`src/rtl/seg7_pkg.sv`:
```
`default_nettype none
// ============================================================================
//  Module      : seg7_pkg
//  Description : Shared types and constants for the 3-digit seven-segment
//                scan driver: scan FSM state encoding, active-low segment
//                patterns {g,f,e,d,c,b,a} and active-low anode selects.
//  Revision    : 1.0 - initial release
// ============================================================================
package seg7_pkg;

  typedef enum logic [1:0] {
    ST_IDLE  = 2'd0,
    ST_GUARD = 2'd1,
    ST_SHOW  = 2'd2
  } scanState_t;

  localparam logic [6:0] SEG_0    = 7'h40;
  localparam logic [6:0] SEG_1    = 7'h79;
  localparam logic [6:0] SEG_2    = 7'h24;
  localparam logic [6:0] SEG_3    = 7'h30;
  localparam logic [6:0] SEG_4    = 7'h19;
  localparam logic [6:0] SEG_5    = 7'h12;
  localparam logic [6:0] SEG_6    = 7'h02;
  localparam logic [6:0] SEG_7    = 7'h78;
  localparam logic [6:0] SEG_8    = 7'h00;
  localparam logic [6:0] SEG_9    = 7'h10;
  localparam logic [6:0] SEG_DASH = 7'h3F;
  localparam logic [6:0] SEG_OFF  = 7'h7F;

  localparam logic [2:0] AN_OFF = 3'b111;
  localparam logic [2:0] AN_D0  = 3'b110;
  localparam logic [2:0] AN_D1  = 3'b101;
  localparam logic [2:0] AN_D2  = 3'b011;

  // Digit index 0/1/2 -> anode select (seconds-ones, seconds-tens, minutes).
  function automatic logic [2:0] anodeFor(input logic [1:0] idx);
    case (idx)
      2'd0:    return AN_D0;
      2'd1:    return AN_D1;
      default: return AN_D2;
    endcase
  endfunction

endpackage
`default_nettype wire

```
`src/rtl/bcd_to_seg7.sv`:
```
`default_nettype none
// ============================================================================
//  Module      : bcd_to_seg7
//  Description : Combinational BCD to active-low seven-segment decoder.
//                Codes 10..15 are not valid BCD and render as a dash.
//  Ports       : bcd [3:0] in  - BCD digit
//                seg [6:0] out - segments {g,f,e,d,c,b,a}, active-low
//  Revision    : 1.0 - initial release
// ============================================================================
module bcd_to_seg7
  import seg7_pkg::*;
(
  input  logic [3:0] bcd,
  output logic [6:0] seg
);

  always_comb begin
    seg = SEG_DASH;
    case (bcd)
      4'd0:    seg = SEG_0;
      4'd1:    seg = SEG_1;
      4'd2:    seg = SEG_2;
      4'd3:    seg = SEG_3;
      4'd4:    seg = SEG_4;
      4'd5:    seg = SEG_5;
      4'd6:    seg = SEG_6;
      4'd7:    seg = SEG_7;
      4'd8:    seg = SEG_8;
      4'd9:    seg = SEG_9;
      default: seg = SEG_DASH;
    endcase
  end

endmodule
`default_nettype wire

```
`src/rtl/seg7_scan_driver.sv`:
```
`default_nettype none
// ============================================================================
//  Module      : seg7_scan_driver
//  Description : Time-multiplexed driver for a 3-digit common-anode display
//                showing M:SS. A refresh prescaler paces the digit slots; each
//                slot opens with a one-clock all-dark guard cycle to prevent
//                ghosting. All three digits are snapshotted together at the
//                start of each frame so a frame never mixes old/new digits.
//  Options     : SEG7_BLINK_EN - when defined, Blink=1 alternately darkens
//                the display for BLINK_TICKS scan ticks.
//  Ports       : Clk            in   system clock
//                nReset         in   asynchronous active-low reset
//                DisplayEnable  in   1 = scan, 0 = all digits dark
//                S1/S2/S3 [3:0] in   seconds-ones / seconds-tens / minutes
//                Blink          in   blink request (needs SEG7_BLINK_EN)
//                Seg [6:0]      out  segments {g..a}, active-low
//                Dp             out  decimal point (M:SS separator), active-low
//                An [2:0]       out  digit anodes, active-low
//  Revision    : 1.0 - initial release
// ============================================================================
module seg7_scan_driver
  import seg7_pkg::*;
#(
  parameter int REFRESH_DIV = 50000,
  parameter int BLINK_TICKS = 256
) (
  input  logic       Clk,
  input  logic       nReset,
  input  logic       DisplayEnable,
  input  logic [3:0] S1,
  input  logic [3:0] S2,
  input  logic [3:0] S3,
  input  logic       Blink,
  output logic [6:0] Seg,
  output logic       Dp,
  output logic [2:0] An
);

  localparam int PW = $clog2(REFRESH_DIV);
  localparam logic [PW-1:0] C_PRE_MAX = PW'(REFRESH_DIV - 1);

  scanState_t    r_state;
  logic [PW-1:0] r_prescaleCnt;
  logic [1:0]    r_digitIdx;
  logic [3:0]    r_snapS1;
  logic [3:0]    r_snapS2;
  logic [3:0]    r_snapS3;

  logic          w_tick;
  logic          w_blinkDark;
  logic [3:0]    w_curBcd;
  logic [6:0]    w_curSeg;

  // Prescaler sits at 0 in IDLE and is 0 in every GUARD cycle, so with
  // REFRESH_DIV >= 4 the tick can only land in SHOW.
  assign w_tick = (r_prescaleCnt == C_PRE_MAX);

  // Digit for the slot about to open. On the frame-start guard the snapshot
  // is being loaded on this same edge, so digit 0 comes straight from S1.
  always_comb begin
    w_curBcd = r_snapS3;
    case (r_digitIdx)
      2'd0:    w_curBcd = (r_state == ST_GUARD) ? S1 : r_snapS1;
      2'd1:    w_curBcd = r_snapS2;
      default: w_curBcd = r_snapS3;
    endcase
  end

  bcd_to_seg7 u_decode (
    .bcd (w_curBcd),
    .seg (w_curSeg)
  );

`ifdef SEG7_BLINK_EN
  localparam int BW = (BLINK_TICKS > 1) ? $clog2(BLINK_TICKS) : 1;
  localparam logic [BW-1:0] C_BLINK_MAX = BW'(BLINK_TICKS - 1);

  logic [BW-1:0] r_blinkCnt;
  logic          r_blinkPhase;

  // Counts scan ticks only while Blink is requested; dropping Blink restarts
  // the pattern in the lit phase.
  always_ff @(posedge Clk or negedge nReset) begin
    if (!nReset) begin
      r_blinkCnt   <= '0;
      r_blinkPhase <= 1'b0;
    end else if (!Blink) begin
      r_blinkCnt   <= '0;
      r_blinkPhase <= 1'b0;
    end else if (DisplayEnable && (r_state == ST_SHOW) && w_tick) begin
      if (r_blinkCnt == C_BLINK_MAX) begin
        r_blinkCnt   <= '0;
        r_blinkPhase <= ~r_blinkPhase;
      end else begin
        r_blinkCnt <= r_blinkCnt + 1'b1;
      end
    end
  end

  assign w_blinkDark = Blink & r_blinkPhase;
`else
  // Constant 0: blinking is not built, but the port and parameter stay bound.
  assign w_blinkDark = Blink & (BLINK_TICKS < 0);
`endif

  // Outputs are loaded from next-state values so An/Seg/Dp switch together
  // on the edge that enters or leaves SHOW, and are held through SHOW.
  always_ff @(posedge Clk or negedge nReset) begin
    if (!nReset) begin
      r_state       <= ST_IDLE;
      r_prescaleCnt <= '0;
      r_digitIdx    <= 2'd0;
      r_snapS1      <= 4'd0;
      r_snapS2      <= 4'd0;
      r_snapS3      <= 4'd0;
      Seg           <= SEG_OFF;
      Dp            <= 1'b1;
      An            <= AN_OFF;
    end else if (!DisplayEnable) begin
      r_state       <= ST_IDLE;
      r_prescaleCnt <= '0;
      r_digitIdx    <= 2'd0;
      Seg           <= SEG_OFF;
      Dp            <= 1'b1;
      An            <= AN_OFF;
    end else begin
      case (r_state)
        ST_IDLE: begin
          r_state       <= ST_GUARD;
          r_prescaleCnt <= '0;
          r_digitIdx    <= 2'd0;
          Seg           <= SEG_OFF;
          Dp            <= 1'b1;
          An            <= AN_OFF;
        end
        ST_GUARD: begin
          r_state       <= ST_SHOW;
          r_prescaleCnt <= r_prescaleCnt + 1'b1;
          if (r_digitIdx == 2'd0) begin
            r_snapS1 <= S1;
            r_snapS2 <= S2;
            r_snapS3 <= S3;
          end
          if (w_blinkDark) begin
            Seg <= SEG_OFF;
            Dp  <= 1'b1;
            An  <= AN_OFF;
          end else begin
            Seg <= w_curSeg;
            Dp  <= (r_digitIdx == 2'd2) ? 1'b0 : 1'b1;
            An  <= anodeFor(r_digitIdx);
          end
        end
        ST_SHOW: begin
          if (w_tick) begin
            r_state       <= ST_GUARD;
            r_prescaleCnt <= '0;
            r_digitIdx    <= (r_digitIdx == 2'd2) ? 2'd0 : r_digitIdx + 2'd1;
            Seg           <= SEG_OFF;
            Dp            <= 1'b1;
            An            <= AN_OFF;
          end else begin
            r_prescaleCnt <= r_prescaleCnt + 1'b1;
          end
        end
        default: begin
          r_state       <= ST_IDLE;
          r_prescaleCnt <= '0;
          r_digitIdx    <= 2'd0;
          Seg           <= SEG_OFF;
          Dp            <= 1'b1;
          An            <= AN_OFF;
        end
      endcase
    end
  end

endmodule
`default_nettype wire
```
`config.mk`:
```
export PLATFORM = sky130hd
export DESIGN_NAME = seg7_scan_driver
export DESIGN_NICKNAME = d
export VERILOG_FILES = /design/src/rtl/seg7_pkg.sv /design/src/rtl/bcd_to_seg7.sv /design/src/rtl/seg7_scan_driver.sv
export SDC_FILE = /design/constraint.sdc
export NUM_CORES = 1
export LEC_CHECK = 0
export CORE_MARGIN = 2
export CORE_UTILIZATION = 30
export DETAILED_ROUTE_END_ITERATION = 10
export SKIP_CTS_REPAIR_TIMING = 1
export SYNTH_ARGS = -nofsm -noshare
export SYNTH_HDL_FRONTEND = slang
export SYNTH_SLANG_ARGS = --single-unit
```
`constraint.sdc`:
```
create_clock -name Clk -period 2.1 [get_ports Clk]
set_clock_uncertainty 0.05 [all_clocks]
set_input_delay 0.42 -clock Clk [delete_from_list [all_inputs] [get_ports Clk]]
set_output_delay 0.42 -clock Clk [all_outputs]
set_load 0.005 [all_outputs]
```
==> impl_metrics.py <==
metrics = {
    "worst_setup_path": {
        "critPathArrivalTime_ns": 2.19,
        "cp_data_required_time_ns": 2.28,
        "crit_path_start_kind": "flop",
        "cp-end-kind": "flop",
        "worstSetupPathType": "flop to flop",
        "cp_max_fo": 5,
    },
    "cts": {
        "cts_sinks": 43,
        "cts_tree": "built",
        "numCtsBuffers": 5,
        "clk_latency_ns": 0.30,
        "path_clk_slew_ns": 0.09,
        "cts.root.buffer_cell": "clkbuf_8",
        "htreeDepth": 2,
        "clock_path_buffers": 2,
    },
    "synth": {
        "syn_area_sq_um": 2240,
        "synth_area_leaders": "dfrtp_1 (36%), dfstp_2 (13%), mux2_2 (6.0%)",
        "synth_edf_count": 0,
        "synthCells": 200,
        "ys_async_sr_fraction": 1.00,
        "syn_area_per_cell_sq_um": 11.2,
        "netlist.area_leader.share": 0.357,
        "yosysTopAreaCell": "dfrtp_1",
        "synthDistinctLibCells": 46,
        "yosysWarnings": 0,
        "yosysSeqAreaShare": 0.486,
        "ys_seq_elements": 43,
        "synth-main-ff-cell": "dfrtp_1",
        "syn_nets": 224,
    },
    "grt": {
        "grt_pass1_wl_mm": 7.60,
        "grt_usage": 0.113,
        "grt_overflow": 0,
        "grt_max_degree": 44,
        "antenna_found_initial": 0,
        "first_global_vias": 1625,
    },
    "sta": {
        "max-slew-margin-rel": 0.790,
        "period_needed_ns": 2.00,
        "hold_viol_final": 0,
        "setup_viol": 0,
        "period_share": 0.955,
        "setup_ws_ns": 0.0955,
        "worst_pin_slew_ns": 0.314,
        "drv_slew": 0,
        "fmax_ghz": 0.499,
    },
    "min_path": {
        "hp-class": "input port to async pin",
    },
    "floorplan": {
        "die_h_microns": 90.4,
        "pin_count": 27,
        "num_rows": 31,
        "die_area_sq_um": 8180,
        "initial_core_util": 0.309,
        "die_w_microns": 90.4,
        "core-area_sq_um": 7250,
    },
    "power_and_ir_drop": {
        "pwr_density_cell_nw_per_um2": 944,
        "power_leakage_nw": 1.15,
        "peakVddDrop_uv": 527,
    },
    "finish": {
        "diodes": 0,
        "layout_common_cells": "dfrtp_1 (32), nor2_1 (29), clkdlybuf4s50_1 (24)",
        "final_common_cell": "dfrtp_1",
        "final_util": 0.390,
        "nets": 265,
        "drive_gt1_frac": 0.264,
        "syn2layout_area_growth_pct": 26.1,
    },
    "drt": {
        "ant_nets": 0,
        "drc": 0,
        "vias": 1575,
        "wl_per_cell_microns": 12.8,
        "firstDrtPassIters": 4,
        "via_per_inst": 4.62,
        "drt_iter0_drc": 36,
        "finalWirelength_mm": 4.35,
    },
    "placement": {
        "gp_congestion": 0.765,
        "port_buffers": 25,
        "place_ws_ns": -0.0569,
        "dpl.hpwl_mm": 3.10,
    },
    "status": {
        "status": "finished clean",
    },
    "flow_run": {
        "cap_viol_max_count": 0,
    },
}
per-stage QoR:
stage          setup TNS, ns  instance area [sq um]  total power, mW  instances  hold WS, ns
4_1_cts               -0.164                   2800             2.66        341       0.0366
3_3_place_gp         -0.0377                   2690             1.97        333        0.363
5_1_grt              -0.0267                   2830             2.86        341       0.0392
6_report                   0                   2830             2.67        341       0.0206
3_5_place_dp          -0.103                   2690             2.00        333        0.363
2_1_floorplan              0                   2240             1.66        200       0.0744
synthesized netlist by cell type, drive strengths merged (2+ instances only):
cell    count
a21oi       8
a22o        2
and3        5
and4        2
and4bb      2
buf         6
dfrtp      32
dfstp      11
ha          8
inv         7
mux2       12
mux2i       5
nand2      17
nand3       3
nand4       3
nor2       29
nor2b       4
nor3        5
o21ai       2
o221ai      2
o22a        2
o22ai       2
o32a        2
or2         2
xnor2       7
xor2        7
registers in the layout (all words and copies together), names as in the netlist:
name           cells
r_prescaleCnt     16
Seg                7
r_snapS1           4
An                 3
r_snapS3           4
r_snapS2           4
r_state            2
r_digitIdx         2
Dp                 1
power breakdown:
part	leakage [nW]	total, mW	internal [mW]	switching (mW)
Combinational	0.559	0.917	0.504	0.413
Clock	0.0581	0.654	0.354	0.300
Sequential	0.535	1.10	1.01	0.0896
worst max-delay path, stage by stage, from the launching register on:
cell      delay (ns)
dfrtp_1         0.43
ha_4            0.21
buf_4           0.14
mux2i_2         0.16
a221oi_4        0.38
or2_1           0.19
nor3_2          0.06
o32a_1          0.33
logic make-up (layout without fill, tap and decap cells):
family,Yosys count,in the layout,synth area share
buffers and inverters,14,56,0.0363
AO/OA/AOI/OAI,27,27,0.111
adder cells (fa/ha/maj),8,8,0.0447
multiplexers,17,17,0.0826
AND/OR/NAND/NOR,77,77,0.185
flip-flops,43,43,0.486
XOR/XNOR,14,14,0.0547
area by class of cell:
cell class	instances	area, sq um
Tap cell	99	124
Multi-Input combinational cell	143	1090
Inverter	7	26.3
Timing Repair Buffer	41	378
Sequential cell	43	1090
Fill cell	750	4430
Clock inverter	3	43.8
Clock buffer	5	68.8
metal layers:
metal  track usage  up-vias  part of all wire
li1              -      775                 -
met1         0.138      772              0.46
met2         0.199       23              0.50
met3        0.0317        5             0.034
met4        0.0256        0            0.0064
met5             0        -                 0
final timing paths:
check / slack, ns / endpoint / start / cells past startpoint
max: 0.1 / Seg[0]$_DFFE_PN1P_ / r_state[0]$_DFFE_PN0P_ / 7
min: 0.02 / r_snapS1[2]$_DFFE_PN0P_ / nReset / 2
max reg2reg: 0.1 / Seg[0]$_DFFE_PN1P_ / r_state[0]$_DFFE_PN0P_ / 7
min reg2reg: 0.41 / r_prescaleCnt[0]$_DFF_PN0_ / r_prescaleCnt[0]$_DFF_PN0_ / 1
max in group asynchronous: 1.69 / Seg[6]$_DFFE_PN1P_ / nReset / 2
min in group Clk: 0.41 / r_prescaleCnt[0]$_DFF_PN0_ / r_prescaleCnt[0]$_DFF_PN0_ / 1
Power figures use the tool's default switching activity.
